==> src/rtl/shift_parity_pkg.sv <==
// Shared types and default sizing for the shift/parity responder.
package shift_parity_pkg;

    localparam int unsigned M_WIDTH_DEF     = 3;
    localparam int unsigned INPUT_WIDTH_DEF = 10;

    typedef enum logic [1:0] {
        IDLE  = 2'd0,
        SHIFT = 2'd1,
        COUNT = 2'd2,
        DONE  = 2'd3
    } state_t;

endpackage

==> src/rtl/count_mod_m.sv <==
// Combinational k % M_WIDTH, giving the random_out bit that a job writes.
module count_mod_m #(
    parameter int unsigned M_WIDTH = 3,
    parameter int unsigned BIT_W   = 2
) (
    input  logic [M_WIDTH-1:0] k,
    output logic [BIT_W-1:0]   bit_idx_c
);

    assign bit_idx_c = BIT_W'(32'(k) % 32'(M_WIDTH));

endmodule

==> src/rtl/shift_parity_responder.sv <==
// Responder side of the count/start_shift/done handshake: shifts the latched
// input by k, folds parity over the low window and stores it in random_out.
module shift_parity_responder
    import shift_parity_pkg::*;
#(
    parameter int unsigned M_WIDTH     = M_WIDTH_DEF,
    parameter int unsigned INPUT_WIDTH = INPUT_WIDTH_DEF
) (
    input  logic                   clk,
    input  logic                   rst,
    input  logic [INPUT_WIDTH-1:0] in,
    input  logic [M_WIDTH-1:0]     count,
    input  logic                   start_shift,
    output logic                   done_shift,
    output logic                   done_upcount,
    output logic [M_WIDTH-1:0]     random_out,
    output logic                   busy
);

    localparam int unsigned IDX_W = $clog2(M_WIDTH + 1);
    localparam int unsigned BIT_W = (M_WIDTH > 1) ? $clog2(M_WIDTH) : 1;

    state_t                 state;
    state_t                 state_next;
    logic [INPUT_WIDTH-1:0] sreg;
    logic [M_WIDTH-1:0]     k;
    logic [M_WIDTH-1:0]     shift_cnt;
    logic [M_WIDTH-1:0]     last_count;
    logic [IDX_W-1:0]       idx;
    logic                   par;
    logic                   last_start;
    logic                   done_next;
    logic                   busy_next;
    logic [BIT_W-1:0]       bit_idx_c;
    logic [M_WIDTH-1:0]     window_c;
    logic                   accept_c;
    logic                   shift_last_c;
    logic                   count_last_c;

    count_mod_m #(
        .M_WIDTH (M_WIDTH),
        .BIT_W   (BIT_W)
    ) u_count_mod_m (
        .k         (k),
        .bit_idx_c (bit_idx_c)
    );

    // Re-accept only on a start edge or a new count so a held start yields one job per count.
    assign accept_c     = (state == IDLE) && start_shift &&
                          (!last_start || (count != last_count));
    assign window_c     = sreg[M_WIDTH-1:0];
    // The shift that brings shift_cnt up to k is the last SHIFT cycle; k=0 still spends one.
    assign shift_last_c = (k == '0) || (shift_cnt == (k - M_WIDTH'(1)));
    assign count_last_c = (idx == IDX_W'(M_WIDTH - 1));

    always_ff @(posedge clk or posedge rst) begin
        if (rst) begin
            state <= IDLE;
        end else begin
            state <= state_next;
        end
    end

    always_comb begin
        state_next = state;
        case (state)
            IDLE:    if (accept_c)     state_next = SHIFT;
            SHIFT:   if (shift_last_c) state_next = COUNT;
            COUNT:   if (count_last_c) state_next = DONE;
            DONE:                      state_next = IDLE;
            default:                   state_next = IDLE;
        endcase
    end

    // Flags are registered from the next state so they line up with the state they describe.
    always_comb begin
        done_next = 1'b0;
        busy_next = 1'b0;
        done_next = (state_next == DONE);
        busy_next = (state_next != IDLE);
    end

    always_ff @(posedge clk or posedge rst) begin
        if (rst) begin
            sreg         <= '0;
            k            <= '0;
            shift_cnt    <= '0;
            idx          <= '0;
            par          <= 1'b0;
            random_out   <= '0;
            done_shift   <= 1'b0;
            done_upcount <= 1'b0;
            busy         <= 1'b0;
            last_start   <= 1'b0;
            last_count   <= '0;
        end else begin
            last_start   <= start_shift;
            last_count   <= count;
            done_shift   <= done_next;
            done_upcount <= done_next;
            busy         <= busy_next;
            case (state)
                IDLE: begin
                    if (accept_c) begin
                        sreg      <= in;
                        k         <= count;
                        shift_cnt <= '0;
                        par       <= 1'b0;
                        idx       <= '0;
                    end
                end
                SHIFT: begin
                    if (shift_cnt < k) begin
                        sreg      <= sreg >> 1;
                        shift_cnt <= shift_cnt + M_WIDTH'(1);
                    end
                end
                COUNT: begin
                    par <= par ^ window_c[idx];
                    idx <= idx + IDX_W'(1);
                    if (count_last_c) begin
                        random_out[bit_idx_c] <= par ^ window_c[M_WIDTH-1];
                    end
                end
                default: ;
            endcase
        end
    end

endmodule

==> config.mk <==
export PLATFORM = sky130hd
export DESIGN_NAME = shift_parity_responder
export DESIGN_NICKNAME = d
export VERILOG_FILES = /design/src/rtl/shift_parity_pkg.sv /design/src/rtl/count_mod_m.sv /design/src/rtl/shift_parity_responder.sv
export SDC_FILE = /design/constraint.sdc
export NUM_CORES = 1
export LEC_CHECK = 0
export ABC_AREA = 1
export CAP_MARGIN = 25
export CORE_MARGIN = 5
export CORE_UTILIZATION = 55
export DETAILED_ROUTE_END_ITERATION = 6
export GPL_ROUTABILITY_DRIVEN = 0
export HOLD_SLACK_MARGIN = 0.12
export PLACE_DENSITY = 0.76
export SYNTH_ARGS = -nofsm -noshare
export SYNTH_HDL_FRONTEND = slang
export SYNTH_SLANG_ARGS = --single-unit
==> constraint.sdc <==
create_clock -name clk -period 2.5 [get_ports clk]
set_input_delay 0.375 -clock clk [delete_from_list [all_inputs] [get_ports clk]]
set_output_delay 0.375 -clock clk [all_outputs]
set_load 0.01 [all_outputs]
==> key figures, run 1 <==
Run status
  • Status: completed

Flow run
  • Max Cap Viol: 0

STA
  • Slew @ Worst Pin: about 0.38 ns
  • Slew Viols, Final: 0
  • Final hold vios: 0
  • RSZ-0062 raised after global routing: false
  • Headroom to the max-slew limit: between 70 and 80%
  • Period utilization: about three quarters
  • # setup viols final: 0
  • Setup TNS Final: 0 ns
  • Skew final: around 0.0084 ns
  • Clock period minus worst slack: roughly 1.9 ns
  • Max Freq: 534 MHz

Synthesis
  • Synth area leaders: dfrtp_1 (43%), nand2_1 (20%), nand3_1 (8.6%)
  • Area fraction of the dominant cell type after synthesis: 42.9%
  • Mapped cell area: between 0.0015 and 0.002 mm^2
  • Async set-reset flop share out of synthesis: 100%
  • Largest family of logic cells by synthesized area: simple AND/OR/NAND/NOR gates
  • Synth unique cells: 25
  • Cells after synthesis: 225
  • Post-synthesis compound-gate area fraction: 2.57%
  • Biggest area consumer among synthesized cells: dfrtp_1
  • Main synth FF type: dfrtp_1
  • Register area share after synthesis: 42.9%
  • Mux contribution to synthesized area: 0%
  • Simple-Gate Fraction of Synth Area: 38.4%
  • Adder-cell share of the synthesized area: 6.43%
  • Post-Synth XOR/XNOR Area: 1.00%
  • #FFs+latches synth: 30
  • Mapped Nets: 250
  • Synthesized area per cell: roughly 7.8 um^2
  • Ys Warns: 0
  • Post-synth EDFFs: 0

Global routing
  • First-pass GRT wire length: ~5700 um
  • Pin count of the biggest net entering global routing: 31
  • Vias in the first global route: approximately 1.3k
  • Initial antenna violation count: 0
  • Total GRT Usage: 17.2%
  • Remaining global-route overflow: 0

Drt
  • Routed Antenna Nets: 0
  • Pre-antenna DRT Iters: 4
  • WL/cell: ~11 um
  • 1st-iter DRT viols: 71
  • WL final: roughly 3200 um
  • DR DRC count: 0
  • Routed vias: around 1.4k
  • DR vias/cell: 4.90

Critical path
  • Max stage delay on crit path: about 0.44 ns
  • Crit path capture type: register
  • Largest delay share family, worst path: simple AND/OR/NAND/NOR gates
  • Worst path slowest cell: dfrtp_1
  • Data required, critical path: approximately 2.8 ns
  • R2r setup slk: between 0.6 and 0.7 ns
  • FF-to-FF End: sreg[3]$_DFFE_PP0P_
  • Buf/Inv on CP: 1
  • Crit-path cells: inv_1, ha_1, a21oi_1, nand3_4, nand2_2, nand2_1, nand2_1
  • Crit start category: register
  • CP Max Fanout: 14
  • Top cell by count, worst path: nand2_1
  • Classification of the worst setup path: reg2reg
  • Cells on worst reg2reg path: 7
  • Critical path arrival: 2.16 ns
  • RR Startpoint: k[2]$_DFFE_PP0P_

Place
  • Detailed placement HPWL: about 2300 um
  • Placed Cells incl. Taps: approximately 290
  • Port bufs: 21

Power
  • Pwr dens: 1090 mW/mm^2
  • Int Power: around 1.2 mW
  • Clock Power Share: 13.8%
  • Maximum vdd drop: 0.473 mV
  • Register share of total power: a little over a third
  • Leak: between 1 and 1.5 nW
  • P_sw: ~1 mW
  • Switching part of the total: 45.3%
  • Comb pwr share: about 50%

Clock network
  • CTS Buf Count: 5
  • Post-CTS Resized: 0
  • Clock Latency Late Sink: between 0.3 and 0.4 ns
  • H-tree depth: 2
  • CTS tree: built
  • Clock Tree Buf Depth: 2
  • Post-CTS setup repair buffer count: 0
  • Clock-pin slew on the worst setup and hold paths: 0.09 ns
  • # clock sinks: 30
  • Clock root cell: clkbuf_4
  • CTS Hold Bufs: 0

Floorplan
  • Site row count: 20
  • Starting Density: between 50% and 60%
  • Die H: approximately 66 um
  • Core Area: between 0.003 and 0.004 mm^2
  • Die area: approximately 0.0044 mm^2
  • I/O pin count: 22
  • Die X-Extent: 66.4 um

Layout
  • Synth-to-layout area growth: 15.4%
  • Core Util, Final: roughly 66%
  • Share of post-route cells with drive strength above 1: between 9 and 10%
  • Final Non-Filler Cells: ~290
  • Diodes inserted: 0
  • Final net count: about 270

Worst hold path
  • Worst Hold Class: in2async
==> routing by layer <==
metal	vias up	routed length [um]	share of wire [%]	GRT usage, %
met5	-	0	0	0
met1	650	1510	48	21.5
met2	23	1440	46	26.8
met3	6	137	4.3	5.61
li1	757	-	-	-
met4	0	65	2.1	7.61
==> layout by cell type (no fill, tap or decap), types with 3 or more instances in the layout <==
cell / count
nand2_1: 94
inv_2: 3
inv_1: 21
clkdlybuf4s50_1: 21
nand3_1: 30
ha_1: 9
nand2_2: 3
dfrtp_1: 30
clkbuf_4: 5
nand4_1: 5
nor2_1: 6
==> cell usage after synthesis (3+ instances only) <==
cell type and instances:
inv_2 3, nand2_1 94, buf_6 3, nand4_1 5, inv_1 21, dfrtp_1 30
nand2_2 3, ha_1 9, nor2_1 6, nand3_1 30
==> flip-flops by register name, indices dropped and copies added, names as in the netlist, 2 cells and up <==
register and cells:
random_out 3, state 2, shift_cnt 3, k 3, idx 2, sreg 10, last_count 3
==> cell type report <==
| cell class | instances | area, um^2 |
|---|---|---|
| clock buffer | 7 | 55.1 |
| clock inverter | 1 | 5.00 |
| fill | 264 | 1030 |
| inverter | 24 | 90.1 |
| multi-input combinational | 165 | 847 |
| sequential | 30 | 751 |
| tap | 44 | 55.1 |
| timing repair buffer | 22 | 218 |
==> power groups by stage <==
stage | Clock, mW | Combinational [mW] | Sequential, mW
6_report | 0.305 | 1.10 | 0.800
5_1_grt | 0.333 | 1.30 | 0.822
4_1_cts | 0.318 | 1.11 | 0.800
3_5_place_dp | 0 | 1.11 | 0.809
3_3_place_gp | 0 | 1.08 | 0.806
2_1_floorplan | 0 | 0.933 | 0.786
==> tightest hold or removal path, cell delays in order <==
cell	delay (ns)
clkdlybuf4s50_1	0.40
inv_1	0.05
buf_4	0.33
==> cell families after synthesis <==
| logic type | after synthesis |
|---|---|
| xor+xnor | 2 |
| flops | 30 |
| simple gates | 147 |
| buf+inv | 30 |
| compound gates | 7 |
| fa+ha+maj | 9 |
==> how the worst max path moves through the flow <==
stage                      from                   endpoint  slack (ns)  cells after the start
3_3_place_gp           count[2]        sreg[3]$_DFFE_PP0P_        0.58                     10
3_5_place_dp           count[2]        sreg[7]$_DFFE_PP0P_        0.53                     10
4_1_cts        k[2]$_DFFE_PP0P_        sreg[3]$_DFFE_PP0P_        0.62                      7
2_1_floorplan  k[0]$_DFFE_PP0P_  random_out[0]$_DFFE_PP0P_        0.87                     13
6_report       k[2]$_DFFE_PP0P_        sreg[3]$_DFFE_PP0P_        0.63                      7
5_1_grt        k[0]$_DFFE_PP0P_  random_out[0]$_DFFE_PP0P_        0.43                     13
==> metrics by stage <==
stage / total power, mW / hold slack, ns / instance area [um^2] / worst slack (ns)
final: 2.21 / 0.408 / 2020 / 0.627
after global routing: 2.46 / 0.437 / 2020 / 0.429
after CTS: 2.23 / 0.414 / 2020 / 0.616
after detailed placement: 1.92 / 0.460 / 1960 / 0.529
after global placement: 1.89 / 0.456 / 1960 / 0.580
after floorplan: 1.72 / 0.406 / 1750 / 0.869
Note: power is estimated with default switching activity, not from simulation.
==> run 2: changes to the inputs <==
--- a/config.mk
+++ b/config.mk
@@ -8,11 +8,11 @@
 export ABC_AREA = 1
 export CAP_MARGIN = 25
 export CORE_MARGIN = 5
-export CORE_UTILIZATION = 55
+export CORE_UTILIZATION = 49
 export DETAILED_ROUTE_END_ITERATION = 6
 export GPL_ROUTABILITY_DRIVEN = 0
 export HOLD_SLACK_MARGIN = 0.12
-export PLACE_DENSITY = 0.76
+export PLACE_DENSITY = 0.72
 export SYNTH_ARGS = -nofsm -noshare
 export SYNTH_HDL_FRONTEND = slang
 export SYNTH_SLANG_ARGS = --single-unit
==> constraint.sdc (replaced) <==
create_clock -name clk -period 1.6 [get_ports clk]
set_input_delay 0.24 -clock clk [delete_from_list [all_inputs] [get_ports clk]]
set_output_delay 0.24 -clock clk [all_outputs]
set_load 0.01 [all_outputs]
==> key figures, run 2 (synthesis gave the netlist of run 1 again) <==
Floorplan
  • Die X-Extent: roughly 70 um
  • Die area: 0.00487 mm^2
  • I/O pin count: 22
  • Site row count: 21
  • Starting Density: 51.7%
  • Core Area: roughly 0.0034 mm^2
  • Die H: around 70 um

Global routing
  • Initial antenna violation count: 0
  • Remaining global-route overflow: 0
  • First-pass GRT wire length: roughly 6500 um
  • Pin count of the biggest net entering global routing: 31
  • Vias in the first global route: ~1.5k
  • Total GRT Usage: between 10% and 20%

Drt
  • Met3 wire len: 161 um
  • 1st-iter DRT viols: between 60 and 70
  • Routed length on met2: 1740 um
  • DR top layer: met4
  • DR DRC count: 0
  • WL/cell: ~11 um
  • DR vias/cell: 4.90
  • Routed vias: 1544
  • M1 wire length: ~1600 um
  • Routed Antenna Nets: 0
  • Pre-antenna DRT Iters: 6
  • WL final: 3600 um

Layout
  • Share of post-route cells with drive strength above 1: a little under a quarter
  • Commonest non-fill, non-tap cells in the layout: nand2_1 (90), dfrtp_1 (30), nand3_1 (26)
  • Synth-to-layout area growth: 28.1%
  • Max reg flops: 10
  • Most common cell after layout, fill and taps aside: nand2_1
  • Diodes inserted: 0
  • Biggest register: sreg
  • Final net count: between 200 and 300

Clock network
  • CTS Hold Bufs: 0
  • # clock sinks: 30
  • Clock Tree Buf Depth: 2
  • Clock-pin slew on the worst setup and hold paths: 0.10 ns
  • CTS tree: built
  • Clock root cell: clkbuf_4
  • H-tree depth: 2
  • Clock Latency Late Sink: 0.34 ns
  • CTS Buf Count: 5

Place
  • Port bufs: 21
  • Detailed placement HPWL: between 2000 and 3000 um

Critical path
  • Critical path arrival: around 1.8 ns
  • RR Startpoint: k[1]$_DFFE_PP0P_
  • Crit start category: register
  • Crit path capture type: register
  • Critical Path Start: k[1]$_DFFE_PP0P_
  • CP Max Fanout: 4
  • Classification of the worst setup path: reg2reg
  • Data required, critical path: between 1.5 and 2 ns

Power
  • P_sw: roughly 1.8 mW
  • Clock Power Share: 12.2%
  • Comb pwr share: between 50% and 60%
  • Leak: 1.18 nW
  • Pwr dens: about 1800 mW/mm^2
  • Maximum vdd drop: around 0.85 mV
  • Register share of total power: roughly 30%
  • Switching part of the total: approximately 44%
  • Int Power: roughly 2.3 mW

STA
  • Headroom to the max-slew limit: between 70 and 80%
  • Final hold vios: 0
  • # setup viols final: 0
  • Setup TNS Final: 0 ns
  • Slew @ Worst Pin: just under 0.4 ns
  • Max Freq: approximately 660 MHz
  • Skew final: between 0.005 and 0.006 ns
  • Period utilization: between 90% and 100%
  • Clock period minus worst slack: around 1.5 ns
  • Final hold slack: about 0.26 ns
  • RSZ-0062 raised after global routing: true
  • Slew Viols, Final: 0

Run status
  • Status: completed

Worst hold path
  • Worst Hold Class: in2async

Flow run
  • Max Cap Viol: 0
-- run 2: power by group through the flow --
stage          sequential, mW  combinational [mW]  clock (mW)
2_1_floorplan            1.23                1.46           0
3_3_place_gp             1.23                2.09           0
3_5_place_dp             1.23                2.12           0
4_1_cts                  1.22                2.16       0.499
5_1_grt                  1.25                2.68       0.545
6_report                 1.22                2.33       0.494
-- run 2: stage by stage --
step           util [%]  power [mW]  cells  area (um^2)  setup slack (ns)
2_1_floorplan         -        2.70    225         1750            0.0135
3_3_place_gp       62.3        3.31    305         2110           0.00932
3_5_place_dp       62.3        3.35    305         2110          0.000432
4_1_cts            64.3        3.88    314         2180           0.00675
5_1_grt            66.2        4.48    315         2240           -0.0537
6_report           66.2        4.05    315         2240            0.0924
-- run 2: final timing paths --
path	slack, ns	end	cells after the start
setup reg to reg	0.09	random_out[0]$_DFFE_PP0P_	12
min in group clk	0.36	last_start$_DFF_PP0_	1
max in group asynchronous	1.05	idx[0]$_DFFE_PP0P_	3
hold / removal	0.26	random_out[0]$_DFFE_PP0P_	3
hold reg to reg	0.48	random_out[1]$_DFFE_PP0P_	2
setup / recovery	0.09	random_out[0]$_DFFE_PP0P_	12
-- run 2: final cells by class --
class	instances	area [um^2]
Clock buffer	7	55.1
Clock inverter	1	5.00
Fill cell	296	1140
Inverter	24	90.1
Multi-Input combinational cell	165	906
Sequential cell	30	751
Tap cell	46	57.6
Timing Repair Buffer	42	380
-- run 2: worst max-delay path: stages, from the launching register on --
cell	delay [ns]
dfrtp_1	0.44
ha_2	0.19
nand3_2	0.05
nand2_1	0.05
ha_2	0.17
inv_2	0.07
nand2_2	0.07
nand2_2	0.06
nand2_2	0.06
inv_2	0.09
nand3_2	0.06
nand2_1	0.06
nand2_1	0.04
-- run 2: timing repair --
| action | CTS | global route |
|---|---|---|
| pin swaps | 0 | 5 |
| buffers inserted | 1 | 1 |
| gates resized for setup | 2 | 14 |
| endpoints found under the setup margin | 2 | 18 |
-- run 2: per-layer routing --
metal	vias to the layer above	global-route usage (%)
li1	800	-
met1	694	19.7
met2	43	27.7
met3	7	4.35
met4	0	5.96
met5	-	0
